===== src/rtl/cpu_pkg.sv =====
// cpu_pkg: types and constants shared by the pipeline-stage registers.
//   EX_DATA_W / EX_ADDR_W : payload widths of the EX->MEM beat
//   ex_mem_t              : EX->MEM beat {wdata, waddr, wreg}
//   REG_ZERO              : index of the hard-wired zero register
package cpu_pkg;

  localparam int unsigned EX_DATA_W = 32;
  localparam int unsigned EX_ADDR_W = 5;

  typedef struct packed {
    logic [EX_DATA_W-1:0] wdata;
    logic [EX_ADDR_W-1:0] waddr;
    logic                 wreg;
  } ex_mem_t;

  localparam logic [EX_ADDR_W-1:0] REG_ZERO = '0;

endpackage


===== src/rtl/pipe_skid_buf.sv =====
// pipe_skid_buf: generic 2-entry valid/ready skid buffer over payload type T.
//   clk_i        clock
//   rst_i        synchronous active-high reset (clears valids and payloads)
//   clr_i        clears both valids; payloads keep stale contents
//   valid_i      upstream beat valid
//   ready_o      registered ready (= SKID empty)
//   data_i       upstream payload
//   valid_o      OUT valid
//   ready_i      downstream ready
//   data_o       OUT payload
//   skid_valid_o SKID valid (tap)
//   skid_data_o  SKID payload (tap)
module pipe_skid_buf #(
  parameter type T = logic [7:0]
) (
  input  logic clk_i,
  input  logic rst_i,
  input  logic clr_i,
  input  logic valid_i,
  output logic ready_o,
  input  T     data_i,
  output logic valid_o,
  input  logic ready_i,
  output T     data_o,
  output logic skid_valid_o,
  output T     skid_data_o
);

  logic out_valid_q, out_valid_d;
  logic skid_valid_q, skid_valid_d;
  T     out_data_q, out_data_d;
  T     skid_data_q, skid_data_d;
  logic accept, drain;

  assign ready_o      = ~skid_valid_q;
  assign valid_o      = out_valid_q;
  assign data_o       = out_data_q;
  assign skid_valid_o = skid_valid_q;
  assign skid_data_o  = skid_data_q;

  assign accept = valid_i & ready_o;
  assign drain  = out_valid_q & ready_i;

  always_comb begin
    out_valid_d  = out_valid_q;
    out_data_d   = out_data_q;
    skid_valid_d = skid_valid_q;
    skid_data_d  = skid_data_q;
    if (!out_valid_q || drain) begin
      if (skid_valid_q) begin
        // SKID is older than any new beat, so it moves to OUT first.
        out_valid_d  = 1'b1;
        out_data_d   = skid_data_q;
        skid_valid_d = accept;
        if (accept) skid_data_d = data_i;
      end else begin
        out_valid_d = accept;
        if (accept) out_data_d = data_i;
      end
    end else if (accept) begin
      skid_valid_d = 1'b1;
      skid_data_d  = data_i;
    end
    if (clr_i) begin
      out_valid_d  = 1'b0;
      skid_valid_d = 1'b0;
    end
  end

  always_ff @(posedge clk_i) begin
    if (rst_i) begin
      out_valid_q  <= 1'b0;
      skid_valid_q <= 1'b0;
      out_data_q   <= '0;
      skid_data_q  <= '0;
    end else begin
      out_valid_q  <= out_valid_d;
      skid_valid_q <= skid_valid_d;
      out_data_q   <= out_data_d;
      skid_data_q  <= skid_data_d;
    end
  end

endmodule


===== src/rtl/ex_mem_skid.sv =====
// ex_mem_skid: EX->MEM pipeline register with valid/ready handshake and
// 2-entry skid storage, flush, and zero-register write masking.
//   clk_i, rst_i (sync, active-high), flush_i
//   valid_i/ready_o/wdata_i/waddr_i/wreg_i : EX side (ready_o registered)
//   valid_o/ready_i/wdata_o/waddr_o/wreg_o : MEM side
// Optional feature macro EX_MEM_FWD_EN adds forwarding taps
//   fwd_we_o/fwd_waddr_o/fwd_wdata_o exposing the youngest held valid beat.
// DATA_W/ADDR_W must match the widths of cpu_pkg::ex_mem_t.
module ex_mem_skid
  import cpu_pkg::*;
#(
  parameter int unsigned DATA_W = EX_DATA_W,
  parameter int unsigned ADDR_W = EX_ADDR_W
) (
  input  logic              clk_i,
  input  logic              rst_i,
  input  logic              flush_i,
  input  logic              valid_i,
  output logic              ready_o,
  input  logic [DATA_W-1:0] wdata_i,
  input  logic [ADDR_W-1:0] waddr_i,
  input  logic              wreg_i,
  output logic              valid_o,
  input  logic              ready_i,
  output logic [DATA_W-1:0] wdata_o,
  output logic [ADDR_W-1:0] waddr_o,
  output logic              wreg_o
`ifdef EX_MEM_FWD_EN
  ,
  output logic              fwd_we_o,
  output logic [ADDR_W-1:0] fwd_waddr_o,
  output logic [DATA_W-1:0] fwd_wdata_o
`endif
);

  ex_mem_t in_beat, out_beat, skid_beat;
  logic    skid_valid;

  always_comb begin
    in_beat       = '0;
    in_beat.wdata = wdata_i;
    in_beat.waddr = waddr_i;
    in_beat.wreg  = wreg_i & (waddr_i != REG_ZERO);
  end

  pipe_skid_buf #(
    .T (ex_mem_t)
  ) u_buf (
    .clk_i        (clk_i),
    .rst_i        (rst_i),
    .clr_i        (flush_i),
    .valid_i      (valid_i),
    .ready_o      (ready_o),
    .data_i       (in_beat),
    .valid_o      (valid_o),
    .ready_i      (ready_i),
    .data_o       (out_beat),
    .skid_valid_o (skid_valid),
    .skid_data_o  (skid_beat)
  );

  assign wdata_o = out_beat.wdata;
  assign waddr_o = out_beat.waddr;
  // Flush leaves stale payload behind; gating with valid keeps wreg_o low.
  assign wreg_o  = out_beat.wreg & valid_o;

`ifdef EX_MEM_FWD_EN
  always_comb begin
    fwd_we_o    = 1'b0;
    fwd_waddr_o = out_beat.waddr;
    fwd_wdata_o = out_beat.wdata;
    if (skid_valid) begin
      fwd_we_o    = skid_beat.wreg;
      fwd_waddr_o = skid_beat.waddr;
      fwd_wdata_o = skid_beat.wdata;
    end else if (valid_o) begin
      fwd_we_o = out_beat.wreg;
    end
  end
`else
  logic unused_skid;
  assign unused_skid = skid_valid ^ (^skid_beat);
`endif

endmodule


===== config.mk =====
export PLATFORM = sky130hd
export DESIGN_NAME = ex_mem_skid
export DESIGN_NICKNAME = d
export VERILOG_FILES = /design/src/rtl/cpu_pkg.sv /design/src/rtl/pipe_skid_buf.sv /design/src/rtl/ex_mem_skid.sv
export SDC_FILE = /design/constraint.sdc
export NUM_CORES = 1
export LEC_CHECK = 0
export ABC_CLOCK_PERIOD_IN_PS = 1780
export BUFFER_PORTS_ARGS = -buffer_cell sky130_fd_sc_hd__buf_2
export CELL_PAD_IN_SITES_DETAIL_PLACEMENT = 1
export CELL_PAD_IN_SITES_GLOBAL_PLACEMENT = 1
export CORE_AREA = 2 2 112 87
export DETAILED_ROUTE_END_ITERATION = 8
export DIE_AREA = 0 0 114 89
export GPL_ROUTABILITY_DRIVEN = 0
export GPL_TIMING_DRIVEN = 0
export MAX_ROUTING_LAYER = met4
export PLACE_DENSITY = 0.8
export RECOVER_POWER = 25
export SLEW_MARGIN = 0
export SYNTH_ARGS = -nofsm -noshare
export SYNTH_HDL_FRONTEND = slang
export SYNTH_SLANG_ARGS = --single-unit

===== constraint.sdc =====
create_clock -name clk_i -period 1.78 [get_ports clk_i]
set_input_delay 0.356 -clock clk_i [delete_from_list [all_inputs] [get_ports clk_i]]
set_output_delay 0.356 -clock clk_i [all_outputs]
set_load 0.05 [all_outputs]

After elaboration in Yosys (flattened, before gate mapping) --
Index checks and enable logic that the tools add are counted.
Operators by class: equal/unequal tests 1, multiplexer cells 9, bitwise operators 5, reduce and logical (&&, ||, !) cells 7
Operators with widths (count):
- $mux 38 | 5
- $reduce_bool 5->1 | 1
- $and 1x1->1 | 4
- $mux 1 | 4
- $reduce_bool 2->1 | 2
- $ne 2x1->1 const B | 1
- $reduce_and 2->1 | 1
- $reduce_or 2->1 | 1
- $logic_not 1->1 | 1
- $logic_or 1x1->1 | 1
- $not 1->1 | 1
Storage, ports and cells: flip-flop bits (word level) 78, input bits 43, output and inout bits 40, logic and storage cells 30

Longest topological paths before layout --
depth in word-level cells 5, depth in mapped cells 6, mapped depth without buffers 3

Hierarchy --
Synthesis repeated with hierarchy kept, for this count alone.
Second synthesis, totals: cells, all modules 353, area total of the unflattened synthesis 3254.4 µm²
By module, submodules not included:
- pipe_skid_buf | instances 1, cells each 350, area each 3233.1 µm², sequential area each 1561.5 µm²
- ex_mem_skid | instances 1, cells each 3, area each 21.3 µm², sequential area each 0.0 µm²

Worst setup path before layout --
No wires, ideal clock.
path type flip-flop to flip-flop, start register u_buf.out_valid_q (netlist: u_buf.valid_o), end register u_buf.out_data_q, in the netlist u_buf.data_o[10], setup time 0.081 ns, arrival 1.466 ns, required time 1.699 ns, slack 0.232 ns, cell stages (with the launch flop) 7, path buffers 3, period minus slack after synthesis 1.548 ns, cell sequence dfxtp_1 nand2b_1 clkbuf_1 and2_1 buf_6 buf_6 a211oi_2
Between the ends: cells in the longest elaborated chain, start to end 3, elaborated cells on any way between the ends 4, those cells by class 1 x bitwise; 3 x reduce/logical
Ends and longest elaborated chain:
- start, declared | line pipe_skid_buf.sv:29 | logic out_valid_q, out_valid_d;
- start signal, assigned | line pipe_skid_buf.sv:77 | out_valid_q <= out_valid_d;
- $and 1x1->1 / $logic_not 1->1 (equally long branches) | line pipe_skid_buf.sv:42, pipe_skid_buf.sv:49
- $logic_or 1x1->1 (*) | line pipe_skid_buf.sv:49 | if (!out_valid_q || drain) begin
- $reduce_and 2->1 (no line) (*)
- end signal, assigned | line pipe_skid_buf.sv:79 | out_data_q <= out_data_d;
- end, declared | line pipe_skid_buf.sv:31 | T out_data_q, out_data_d;
Every way passes the cells marked *; elsewhere a longest branch is shown, timed or not. A chain may end at the register's enable or synchronous reset.

Worst setup path in the final report --
start register u_buf.skid_valid_q (netlist: u_buf.skid_valid_o), end output port ready_o
Between the ends: cells in the longest elaborated chain, start to end 1
Ends and longest elaborated chain:
- start, declared | line pipe_skid_buf.sv:30 | logic skid_valid_q, skid_valid_d;
- start signal, assigned | line pipe_skid_buf.sv:78 | skid_valid_q <= skid_valid_d;
- $not 1->1 | line pipe_skid_buf.sv:35 | assign ready_o = ~skid_valid_q;
- end, declared | line ex_mem_skid.sv:19 | output logic ready_o,
Every way passes these cells.

==> flow_metrics.py <==
metrics = {
    "grt": {
        "grt_max_degree": 13,
        "grt_first_pass_wirelength_um": 15000,
        "grt-ovfl-total": 0,
        "grt_pass1_vias": 3032,
        "track_usage_pct": 19.89,
        "antenna_found_initial": 0,
    },
    "layout": {
        "diodes": 0,
        "drive_above_1_share_pct": 33.54,
        "final_cell_mix": "buf_2, dfxtp_1, a21oi_1, nand2_1, buf_4",
        "instances_no_fill": 598,
        "num-nets-final": 525,
        "final_common_cell": "buf_2",
        "area_growth_pct": 24.26,
    },
    "synth": {
        "yosysUniqueCellTypes": 21,
        "avgSynthCellArea_um2": 9.057,
        "ys_seq_area_share_pct": 44.21,
        "ys_ff_latch": 78,
        "synthCells": 390,
        "yosys_warnings": 0,
        "yosys-top-cells-area": "dfxtp_1, a21oi_1, mux2i_1",
        "yosys.area.top_type_share_pct": 44.21,
        "synth_area_leader_cell": "dfxtp_1",
        "syn-cell-area_um2": 3532,
        "syn-num-nets": 433,
    },
    "clock_tree": {
        "clkTransAtPathRegs_ns": 0.06,
        "cts_buffers": 9,
        "cts_setup_buffers": 0,
        "clock_latency_ns": 0.33,
        "cts_buffer_depth": 2,
        "clkSinkCount": 78,
        "cts-root-buf": "clkbuf_16",
        "cts_tree": "yes",
        "htreeDepth": 3,
    },
    "power": {
        "worst_ir_drop_vdd_uv": 503.0,
        "p_int_mw": 3.368,
        "p_per_area_nw_per_um2": 1044,
        "p_sw_mw": 1.215,
        "combPwrFrac_pct": 15.8,
        "leakage_nw": 1.708,
        "power_frac_clock_pct": 43.3,
        "pwr-share-seq_pct": 40.9,
        "netSwitchingFraction_pct": 26.51,
    },
    "placed_design": {
        "dp_hpwl_um": 6802,
        "dp.cells": 583,
        "io_buffers": 81,
    },
    "setup_path": {
        "end_kind": "primary output",
        "crit_top_cell": "buf_2",
        "path_class": "flop to primary output",
        "required_ns": 1.42,
        "critPathArrivalTime_ns": 1.33,
        "crit_chain": "buf_2, buf_4, inv_1, buf_2",
        "critPathLaunchType": "flop",
        "slowest_stage": "dfxtp_1",
        "max_stage_delay_ns": 0.29,
        "cp_max_fo": 10,
    },
    "timing": {
        "relSlewSlack_pct": 47.99,
        "tightest_slew_ns": 0.7801,
        "hold_violations": 0,
        "rsz0062_at_grt": "no",
        "slew_violations": 0,
        "clock.fmax_mhz": 591.5,
        "post-route-period-util_pct": 94.97,
        "setup_viol_count_final": 0,
        "skew_ns": 0.005035,
        "fin_tns_setup_ns": 0,
        "period_needed_ns": 1.690,
    },
    "floorplanning": {
        "std_cell_rows": 30,
        "pin_count": 83,
        "die_w_um": 114,
        "initial_utilization_pct": 39.54,
        "core_um2": 8934,
        "dieArea_um2": 10150,
        "die_y_um": 89,
    },
    "route": {
        "vias": 3022,
        "drc": 0,
        "wl_um": 9637,
        "wl_per_cell_um": 16.12,
        "viasPerCell": 5.054,
        "drtAntennaViolNets": 0,
        "drtPass1Iterations": 4,
        "drtIter0Drc": 134,
    },
    "job": {
        "drv_cap": 0,
    },
    "min_path": {
        "hold_path.class": "primary input to flop",
    },
    "status": {
        "status": "completed",
    },
}
-- worst paths after layout --
check / from / endpoint / slack (ns) / depth (start not counted)
setup / recovery: u_buf.skid_valid_o / ready_o / 0.09 / 4
hold / removal: flush_i / u_buf.valid_o / 0.21 / 2
setup reg to reg: u_buf.valid_o / u_buf.data_o[12] / 0.20 / 5
hold reg to reg: u_buf.skid_data_o[15] / u_buf.skid_data_o[15] / 0.45 / 2
-- cell families (layout without fill, tap and decap cells) --
| group | Yosys count | in the layout | share of synthesized area, % |
|---|---|---|---|
| AO/OA/AOI/OAI | 117 | 117 | 22.35 |
| AND/OR/NAND/NOR | 85 | 85 | 9.954 |
| multiplexers | 37 | 37 | 10.49 |
| buffers and inverters | 73 | 169 | 13.00 |
| flip-flops | 78 | 78 | 44.21 |
-- layer usage --
metal  GRT usage [%]  share of wire [%]
met1           23.82                 47
met4           5.876                1.2
met3           5.695                4.6
met5               -                  0
met2           32.95                 47
-- state kept, by name, summed over array words and instances, names as in the netlist --
signal              flops
u_buf.data_o           38
u_buf.skid_data_o      38
u_buf.skid_valid_o      1
u_buf.valid_o           1
-- area by class of cell --
class / instances / area (um^2)
Buffer: 72 / 456.7
Clock buffer: 11 / 252.7
Tap cell: 112 / 140.1
Multi-Input combinational cell: 239 / 1511
Sequential cell: 78 / 1562
Clock inverter: 4 / 70.07
Fill cell: 1088 / 4544
Timing Repair Buffer: 81 / 392.9
Inverter: 1 / 3.754
-- synthesized netlist by cell type, drive strengths merged --
cell type / instances
a311oi: 1
a21oi: 76
o211ai: 2
mux2i: 37
a211oi: 38
nand2: 76
dfxtp: 78
inv: 1
or4: 1
nand4bb: 1
and2: 2
or2: 1
nand2b: 1
clkbuf: 15
and4bb: 1
buf: 57
nor2: 1
nor4: 1
-- repair_timing --
| item | in CTS | in global routing |
|---|---|---|
| endpoints found under the hold margin | 0 | 0 |
| resized for setup | 1 | 0 |
| hold buffers | 0 | 0 |
| endpoints found under the setup margin | 1 | 0 |
-- power groups by stage --
stage / Clock, mW / Sequential [mW] / Combinational, mW
floorplan: 0 / 1.90 / 0.547
global placement: 0 / 1.91 / 0.714
detailed placement: 0 / 1.91 / 0.728
CTS: 2.02 / 1.87 / 0.734
global route: 2.10 / 1.88 / 0.771
finish: 1.99 / 1.87 / 0.723
-- worst max-delay path, delay by kind of cell, from the launching register on --
family | cells | cell delay, ns
buf+inv | 4 | 0.71
flops | 1 | 0.29
-- per-stage QoR --
stage | hold WS (ns) | cell area [um^2] | power, mW | util (%) | setup WS [ns]
4_1_cts | 0.1972 | 4403 | 4.626 | 49.29 | 0.06718
3_3_place_gp | 0.4414 | 4078 | 2.620 | 45.64 | 0.1743
5_1_grt | 0.2105 | 4389 | 4.758 | 49.13 | 0.05023
2_1_floorplan | 0.4345 | 3532 | 2.445 | - | 0.2325
6_report | 0.2092 | 4389 | 4.583 | 49.13 | 0.08950
3_5_place_dp | 0.4490 | 4078 | 2.638 | 45.64 | 0.08384
(Power assumes the default switching activity.)
